--- src/rtl/ro_meas_pkg.sv ---
// ro_meas_pkg: state encoding, index-width helper and default timing for the RO scheduler.
package ro_meas_pkg;
    typedef enum logic [2:0] {IDLE, SETTLE, CLEAR, GATE, DRAIN, OUT} state_t;
    localparam int DEF_NUM_OSC    = 4;
    localparam int DEF_CNT_W      = 16;
    localparam int DEF_SETTLE_CYC = 8;
    localparam int DEF_WINDOW_CYC = 1024;
    localparam int DEF_DRAIN_CYC  = 3;
    function automatic int idx_w(input int n);
        return (n > 1) ? $clog2(n) : 1;
    endfunction
endpackage

--- src/rtl/ro_meas_chan_pick.sv ---
// ro_meas_chan_pick: finds the lowest set mask bit at or above a start index.
module ro_meas_chan_pick
    import ro_meas_pkg::*;
#(
    parameter int NUM_OSC = DEF_NUM_OSC,
    parameter int OSC_W   = idx_w(NUM_OSC)
) (
    input  logic [NUM_OSC-1:0] mask,
    input  logic [OSC_W:0]     from,
    output logic [OSC_W-1:0]   pos,
    output logic               found
);
    // Scan high to low so the last hit wins, leaving the lowest qualifying bit.
    always_comb begin
        pos   = '0;
        found = 1'b0;
        for (int i = NUM_OSC - 1; i >= 0; i--) begin
            if (mask[i] && (i >= int'(from))) begin
                pos   = OSC_W'(i);
                found = 1'b1;
            end
        end
    end
endmodule

--- src/rtl/ro_meas_scheduler.sv ---
// ro_meas_scheduler: round-robin RO measurement sequencer; RO_MEAS_AVG_EN enables 4-window averaging.
module ro_meas_scheduler
    import ro_meas_pkg::*;
#(
    parameter int NUM_OSC    = DEF_NUM_OSC,
    parameter int CNT_W      = DEF_CNT_W,
    parameter int SETTLE_CYC = DEF_SETTLE_CYC,
    parameter int WINDOW_CYC = DEF_WINDOW_CYC,
    parameter int DRAIN_CYC  = DEF_DRAIN_CYC,
    localparam int OSC_W     = idx_w(NUM_OSC)
) (
    input  logic               clk,
    input  logic               rst,
    input  logic               start,
    input  logic               continuous,
    input  logic [NUM_OSC-1:0] chan_mask,
    output logic [OSC_W-1:0]   osc_sel,
    output logic [NUM_OSC-1:0] osc_en,
    output logic               cnt_clr,
    output logic               cnt_gate,
    input  logic [CNT_W-1:0]   cnt_value,
    input  logic               cnt_ovf,
    output logic               res_valid,
    input  logic               res_ready,
    output logic [CNT_W-1:0]   res_data,
    output logic [OSC_W-1:0]   res_chan,
    output logic               res_ovf,
    output logic               busy
);
    localparam int MAX_SW  = (SETTLE_CYC > WINDOW_CYC) ? SETTLE_CYC : WINDOW_CYC;
    localparam int MAX_CYC = (MAX_SW > DRAIN_CYC) ? MAX_SW : DRAIN_CYC;
    localparam int CW      = idx_w(MAX_CYC);

    state_t             state, state_n;
    logic [CW-1:0]      cnt, cnt_val;
    logic               cnt_ld, done, take_mask, cap, last_win, fin_ovf;
    logic [NUM_OSC-1:0] mask_q;
    logic [OSC_W-1:0]   chan, chan_n, first_pos, next_pos;
    logic [OSC_W:0]     chan_inc;
    logic               first_ok, next_ok;
    logic [CNT_W-1:0]   fin_data;

    assign done     = (cnt == '0);
    assign chan_inc = (OSC_W+1)'(chan) + (OSC_W+1)'(1);
    assign osc_sel  = chan;
    assign res_chan = chan;

    ro_meas_chan_pick #(.NUM_OSC(NUM_OSC)) u_first (
        .mask(chan_mask), .from('0), .pos(first_pos), .found(first_ok)
    );
    ro_meas_chan_pick #(.NUM_OSC(NUM_OSC)) u_next (
        .mask(mask_q), .from(chan_inc), .pos(next_pos), .found(next_ok)
    );

`ifdef RO_MEAS_AVG_EN
    logic [1:0]       rep;
    logic [CNT_W+1:0] acc, sum;
    logic             acc_ovf, sum_ovf;
    assign sum      = ((rep == 2'd0) ? '0 : acc) + (CNT_W+2)'(cnt_value);
    assign sum_ovf  = ((rep != 2'd0) && acc_ovf) || cnt_ovf;
    assign last_win = (rep == 2'd3);
    assign fin_data = sum_ovf ? '1 : sum[CNT_W+1:2];
    assign fin_ovf  = sum_ovf;
    // Accumulate the four windows of a channel; rep wraps back to 0 after the last one.
    always_ff @(posedge clk) begin
        if (rst) begin
            rep     <= '0;
            acc     <= '0;
            acc_ovf <= 1'b0;
        end else if (cap) begin
            rep     <= rep + 2'd1;
            acc     <= sum;
            acc_ovf <= sum_ovf;
        end
    end
`else
    assign last_win = 1'b1;
    assign fin_data = cnt_ovf ? '1 : cnt_value;
    assign fin_ovf  = cnt_ovf;
`endif

    // State register.
    always_ff @(posedge clk) begin
        state <= rst ? IDLE : state_n;
    end

    // Next state, phase-counter loads and decoded outputs.
    always_comb begin
        state_n   = state;
        cnt_ld    = 1'b0;
        cnt_val   = '0;
        chan_n    = chan;
        take_mask = 1'b0;
        cap       = 1'b0;
        case (state)
            IDLE: if ((start || continuous) && first_ok) begin
                state_n   = SETTLE;
                take_mask = 1'b1;
                chan_n    = first_pos;
                cnt_ld    = 1'b1;
                cnt_val   = CW'(SETTLE_CYC - 1);
            end
            SETTLE: if (done) state_n = CLEAR;
            CLEAR: begin
                state_n = GATE;
                cnt_ld  = 1'b1;
                cnt_val = CW'(WINDOW_CYC - 1);
            end
            GATE: if (done) begin
                state_n = DRAIN;
                cnt_ld  = 1'b1;
                cnt_val = CW'(DRAIN_CYC - 1);
            end
            DRAIN: if (done) begin
                cap     = 1'b1;
                state_n = last_win ? OUT : CLEAR;
            end
            OUT: if (res_ready) begin
                cnt_val = CW'(SETTLE_CYC - 1);
                if (next_ok) begin
                    state_n = SETTLE;
                    chan_n  = next_pos;
                    cnt_ld  = 1'b1;
                end else if (continuous && first_ok) begin
                    state_n   = SETTLE;
                    take_mask = 1'b1;
                    chan_n    = first_pos;
                    cnt_ld    = 1'b1;
                end else begin
                    state_n = IDLE;
                end
            end
            default: state_n = IDLE;
        endcase
        busy      = (state != IDLE);
        cnt_clr   = (state == CLEAR);
        cnt_gate  = (state == GATE);
        res_valid = (state == OUT);
        osc_en    = (busy && state != OUT) ? (NUM_OSC'(1) << chan) : '0;
    end

    // Shared phase down-counter, channel/mask latches and result capture.
    always_ff @(posedge clk) begin
        if (rst) begin
            cnt      <= '0;
            chan     <= '0;
            mask_q   <= '0;
            res_data <= '0;
            res_ovf  <= 1'b0;
        end else begin
            cnt  <= cnt_ld ? cnt_val : (done ? cnt : cnt - CW'(1));
            chan <= chan_n;
            if (take_mask) mask_q <= chan_mask;
            if (cap && last_win) begin
                res_data <= fin_data;
                res_ovf  <= fin_ovf;
            end
        end
    end
endmodule
--- config.mk ---
export PLATFORM = sky130hd
export DESIGN_NAME = ro_meas_scheduler
export DESIGN_NICKNAME = d
export VERILOG_FILES = /design/src/rtl/ro_meas_pkg.sv /design/src/rtl/ro_meas_chan_pick.sv /design/src/rtl/ro_meas_scheduler.sv
export SDC_FILE = /design/constraint.sdc
export NUM_CORES = 1
export LEC_CHECK = 0
export ABC_AREA = 0
export CORE_MARGIN = 1
export CORE_UTILIZATION = 35
export DETAILED_ROUTE_END_ITERATION = 8
export SLEW_MARGIN = 10
export SYNTH_ARGS = -nofsm -noshare
export SYNTH_HDL_FRONTEND = slang
export SYNTH_SLANG_ARGS = --single-unit
--- constraint.sdc ---
create_clock -name clk -period 2.5 [get_ports clk]
set_input_delay 0.625 -clock clk [delete_from_list [all_inputs] [get_ports clk]]
set_output_delay 0.625 -clock clk [all_outputs]
set_load 0.005 [all_outputs]
After elaboration in Yosys (flattened, before gate mapping)
Index checks and enable logic that the tools add are counted.
W data, S select, Z words.
Storage, ports and cells
  word-level logic and storage cells: 87
  output and inout bits: 29
  input bits: 26
  bits in registers: 36
Cells by class
  shift-type cells: 1
  $add $sub $neg: 2
  multiplexer cells: 47
  eq/ne operators: 13
  reduce and logical (&&, ||, !) cells: 14
  $lt $le $gt $ge: 4
Operator list (number)
  $pmux W10 S4: 1
  $mux W2: 13
  $mux W3: 7
  $mux W10: 2
  $mux W1: 18
  $pmux W3 S6: 1
  $mux W16: 1
  $logic_not A10 Y1: 1
  $sub A10 B1 Y10 const B: 1
  $ne A2 B2 Y1 const B: 4
  $logic_and A1 B1 Y1: 7
  $eq A3 B2 Y1 const B: 2
  $eq A3 B3 Y1 const B: 2
  $ge A1 B3 Y1 const A: 2
  $ge A2 B3 Y1 const A: 2
  $reduce_and A5 Y1: 1
  $mux W4: 1
  $ne A2 B1 Y1 const B: 2
  $pmux W1 S4: 1
  $pmux W2 S2: 1
  $reduce_and A4 Y1: 1
  $shl A1 B2 Y4 const A: 1
  $add A2 B1 Y3 const B: 1
  $eq A3 B1 Y1 const B: 1
  other kinds (7): 7

Depth between registers and ports, before layout
  word-level depth: 11
  gate-level depth with buffers: 9
  gate-level depth less buffers: 7

Cells and area by module
A second synthesis with hierarchy kept.
Second synthesis, totals
  cells, all modules: 240
  area total of the unflattened synthesis: 2063.2 sq um
Modules (own cells, without submodules)
  ro_meas_scheduler: sequential area each 720.7 sq um, cells each 218, instances 1, area an instance 1928.1 sq um
  ro_meas_chan_pick: sequential area each 0.0 sq um, cells each 11, instances 2, area an instance 67.6 sq um

Worst setup path before layout
No wires, ideal clock.
  path kind: input to register
  start point: input chan_mask[0]
  end point: register cnt[3]
  stages on the path: 5
  arrival time: 1.922 ns
  setup slack: 0.458 ns
  setup time: 0.120 ns
  buffers on the path: 1
  required time: 2.380 ns
  cell sequence: or4_1 clkbuf_1 o21ai_1 a41o_1 nor2_1
On the way
  longest elaborated chain between the ends: 7
  elaborated cells between the ends (all ways): 10
  classes of those cells: 1 x eq/ne; 7 x mux; 2 x reduce/logical
RTL lines
  from (decl): RTL line ro_meas_scheduler.sv:16  | input logic [NUM_OSC-1:0] chan_mask,
  $mux W1 (*): RTL line ro_meas_chan_pick.sv:18  | if (mask[i] && (i >= int'(from))) begin
  $logic_and A1 B1 Y1: RTL line ro_meas_scheduler.sv:124  | end else if (continuous && first_ok) begin
  $mux W1: RTL line ro_meas_scheduler.sv:124
  $mux W1: RTL line ro_meas_scheduler.sv:120  | if (next_ok) begin
  $mux W1: RTL line ro_meas_scheduler.sv:118  | OUT: if (res_ready) begin
  $pmux W1 S4 (*): RTL line ro_meas_scheduler.sv:95  | case (state)
  $ne A2 B2 Y1 (no line) or $mux W10 (tied branches)
  to (signal assigned): RTL line ro_meas_scheduler.sv:151  | cnt <= cnt_ld ? cnt_val : (done ? cnt : cnt - CW'(1));
  to (decl): RTL line ro_meas_scheduler.sv:35  | logic [CW-1:0] cnt, cnt_val;
Every way passes the cells marked *; elsewhere a longest branch is shown, timed or not.
A chain may end at the register's enable or synchronous reset.

Worst setup path in the final report
  start point: register state[0]
  end point: output osc_en[0]
On the way
  longest elaborated chain between the ends: 3
  elaborated cells between the ends (all ways): 4
  classes of those cells: 1 x eq/ne; 1 x mux; 2 x reduce/logical
RTL lines
  from (decl): RTL line ro_meas_scheduler.sv:34  | state_t state, state_n;
  from (signal assigned): RTL line ro_meas_scheduler.sv:84  | state <= rst ? IDLE : state_n;
  $ne A3 B3 Y1 or $reduce_bool A3 Y1 (tied branches): RTL line ro_meas_scheduler.sv:139, ro_meas_scheduler.sv:135
  $logic_and A1 B1 Y1 (*): RTL line ro_meas_scheduler.sv:139  | osc_en = (busy && state != OUT) ? (NUM_OSC'(1) << chan) : '0;
  $mux W4 (*): RTL line ro_meas_scheduler.sv:139
  to (decl): RTL line ro_meas_scheduler.sv:18  | output logic [NUM_OSC-1:0] osc_en,
Marked as above.

==> reports/qor.yml <==
run_status: "finished, final reports clean"
synthSimpleGateAreaFrac_pct: 33.17
cts-root-buf: "clkbuf_8"
postPlaceCellArea_um2: 2420
drc: 0
cts_buffer_depth: 2
yosys-top-cells-area: "dfxtp_1 39%, nor3_1 11%, nor2_1 7.6%, nand2b_1 3.9%, a41oi_1 3.4%"
min_period_over_period_pct: 95.20
gp_congestion: 0.8245
yosysUniqueCellTypes: 44
synth_compound_area_share_pct: 14.03
dp_hpwl_mm: 3.124
setup_tns_ns: 0
p_seq_share_pct: 35.9
worstHoldStart: "res_ovf$_SDFFE_PP0P_"
syn-cell-area_um2: 1784
cts_tree: "built"
pwr-share-clk_pct: 17.9
power_uw: 2193
arrival_ns: 1.76
clk_latency_ns: 0.28
drt_wl_total_mm: 4.283
p_int_uw: 1381
drt_iter0_markers: 164
yosysSeqAreaShare_pct: 39.27
drt.antenna.violating_nets: 0
grt_max_degree: 26
syn_nets: 251
yosys.area.top_type: "dfxtp_1"
diodes: 0
synth_warnings: 0
min_to: "res_ovf$_SDFFE_PP0P_"
synth_fa_ha_area_share_pct: 1.403
clkTransAtPathRegs_ns: 0.07
critPathLaunchType: "flop"
path_max_fanout: 8
worstPathRequired_ns: 1.88
synth_top_family_by_area: "simple AND/OR/NAND/NOR gates"
syn_to_final_growth_pct: 40.53
clock-sinks: 35
dieHeight_um: 73.40
hold_class: "reg -> reg"
leakage_uw: 0.0009238
post_drt_wl_per_cell_um: 12.27
syn_inst: 223
ios: 55
core-area_um2: 4817
placed_cells_incl_taps: 341
synth_top_area_share_pct: 39.27
final-setup-viol-count: 0
end_kind: "output pin"
finalHoldWorstSlack_ns: 0.4662
port_buffers: 54
die_area_um2: 5388
ys_seq_elements: 35
fillers: 479
r2r_cells: 7
p_per_area_nw_per_um2: 874.6
hold_violations: 0
fin_cells: 349
r2r_slack_ns: 0.42
cts-buffers-inserted: 5
grt_pass1_vias: 1610
startpoint: "state[0]$_SDFFE_PP0P_"
drt_pass1_iterations: 4
nNetsFinal: 309
grt_setup_unrepaired: "false"
fin_skew_ns: 0.01017
htreeDepth: 2
path_class: "reg -> out"
grt_use_total_pct: 17.53
std_cell_rows: 25
synth_mux_area_share_pct: 2.244
synth_xor_area_share_pct: 4.418
grt_antenna_before_repair: 0
seq_area_um2: 700.7
initial_core_util_pct: 37.04
detail_route.vias_per_cell: 4.940
p_sw_share_pct: 37.01
fmax_mhz: 420.1
reg2reg_from: "cnt[0]$_SDFFE_PP0P_"
cap_violations: 0
grt_remaining_overflow: 0
report.final.slew_viol_count: 0
grt_pass1_wl_mm: 7.417
dr_total_vias: 1724
final_cell_area_um2: 2507
multiInputGateArea_um2: 988.4
p_sw_uw: 811.7
comb_power_share_pct: 46.3
timing.rr.end: "res_data[13]$_SDFFE_PP0P_"
slew_headroom_pct: 59.64
tightest_slew_ns: 0.6035
fin_crit_ns: 2.380
drive_gt1_share_pct: 8.511
min_path_cells: 2
syn_area_per_cell_um2: 8.001
fp.dieW_um: 73.40
ir_drop_mv: 0.4713
cells by family (layout without fill, tap and decap cells):
family,count (synthesis),count (layout)
adders and majority gates,2,2
DFF,35,35
xor gates and xnor gates,9,9
AOI/OAI and AO/OA,37,37
buffers and inverters,21,80
muxes,4,4
and+or+nand+nor,115,115
power groups by stage:
stage               combinational [µW]  clock (µW)  sequential, µW
floorplan                          714           0             770
global placement                  1010           0             796
detailed placement                1010           0             797
CTS                               1010         402             787
global route                      1150         426             808
finish                            1010         392             786
worst max path at each step:
stage | end | cells past startpoint
floorplan | cnt[3]$_SDFFE_PP0P_ | 5
global placement | cnt[6]$_SDFFE_PP0P_ | 5
detailed placement | cnt[4]$_SDFFE_PP0P_ | 5
CTS | osc_en[0] | 4
global route | osc_en[0] | 4
finish | osc_en[0] | 4
worst max-delay path: stages, from the launching register on:
cell             delay (ns)
dfxtp_1                0.44
nor3_1                 0.12
buf_4                  0.17
nor4_1                 0.21
clkdlybuf4s50_1        0.54
sequential cells by signal (all words and copies together), names as in the netlist:
| name | flops |
|---|---|
| res_data | 16 |
| cnt | 10 |
| mask_q | 3 |
| state | 3 |
| osc_sel | 2 |
| res_ovf | 1 |
final cells by class:
class	count	area share, %
Clock buffer	6	2.894
Tap cell	67	3.343
Timing Repair Buffer	65	24.85
Inverter	7	1.048
Sequential cell	35	27.94
Multi-Input combinational cell	167	39.42
Clock inverter	2	0.4990
stage by stage:
step | setup WS [ns] | utilization (%)
after floorplan | 0.4582 | -
after global placement | 0.1248 | 50.23
after detailed placement | 0.09680 | 50.23
after CTS | 0.1213 | 52.00
after global routing | 0.02073 | 52.05
final | 0.1199 | 52.05
what timing repair did:
| item | CTS | global route |
|---|---|---|
| hold buffers | 0 | 0 |
| buffers inserted | 0 | 0 |
| resized for setup | 0 | 1 |
| endpoints found under the setup margin | 0 | 1 |
metal layers:
layer  part of all wire [%]  GRT usage (%)  wire (µm)
met1                     48          23.47       2071
met2                     45          27.47       1920
met3                    6.2          5.213        266
met4                   0.58          4.701         25
met5                      0              0          0
synthesized netlist by cell type, drive strengths merged:
master / instances
a41oi: 7
ha: 2
o21bai: 1
and4b: 1
buf: 6
nand4: 1
mux2i: 4
clkbuf: 8
nand4b: 1
a21bo: 1
nand3: 2
nand3b: 2
nor4: 2
dfxtp: 35
or4: 3
nor2b: 1
a211oi: 1
or4b: 1
or3b: 1
and3: 2
a31oi: 2
o21a: 2
a21oi: 10
and2: 2
clkinv: 1
o21ai: 6
a41o: 1
nand2b: 11
o31ai: 2
o41ai: 1
nor2: 36
xnor2: 3
inv: 6
xor2: 6
a21o: 2
nand2: 10
a21boi: 1
nor3: 39
cell usage in the layout (no fill, tap or decap), types with 5 or more instances in the layout:
master	Yosys	final
dfxtp_1	35	35
clkdlybuf4s50_1	0	54
nand2b_1	11	11
nand2_1	10	10
buf_4	3	11
o21ai_0	5	5
nor3_1	38	38
xor2_1	6	6
a41oi_1	7	7
clkbuf_8	0	5
inv_1	6	6
nor2_1	36	35
a21oi_1	10	10
Power figures use the tool's default switching activity.
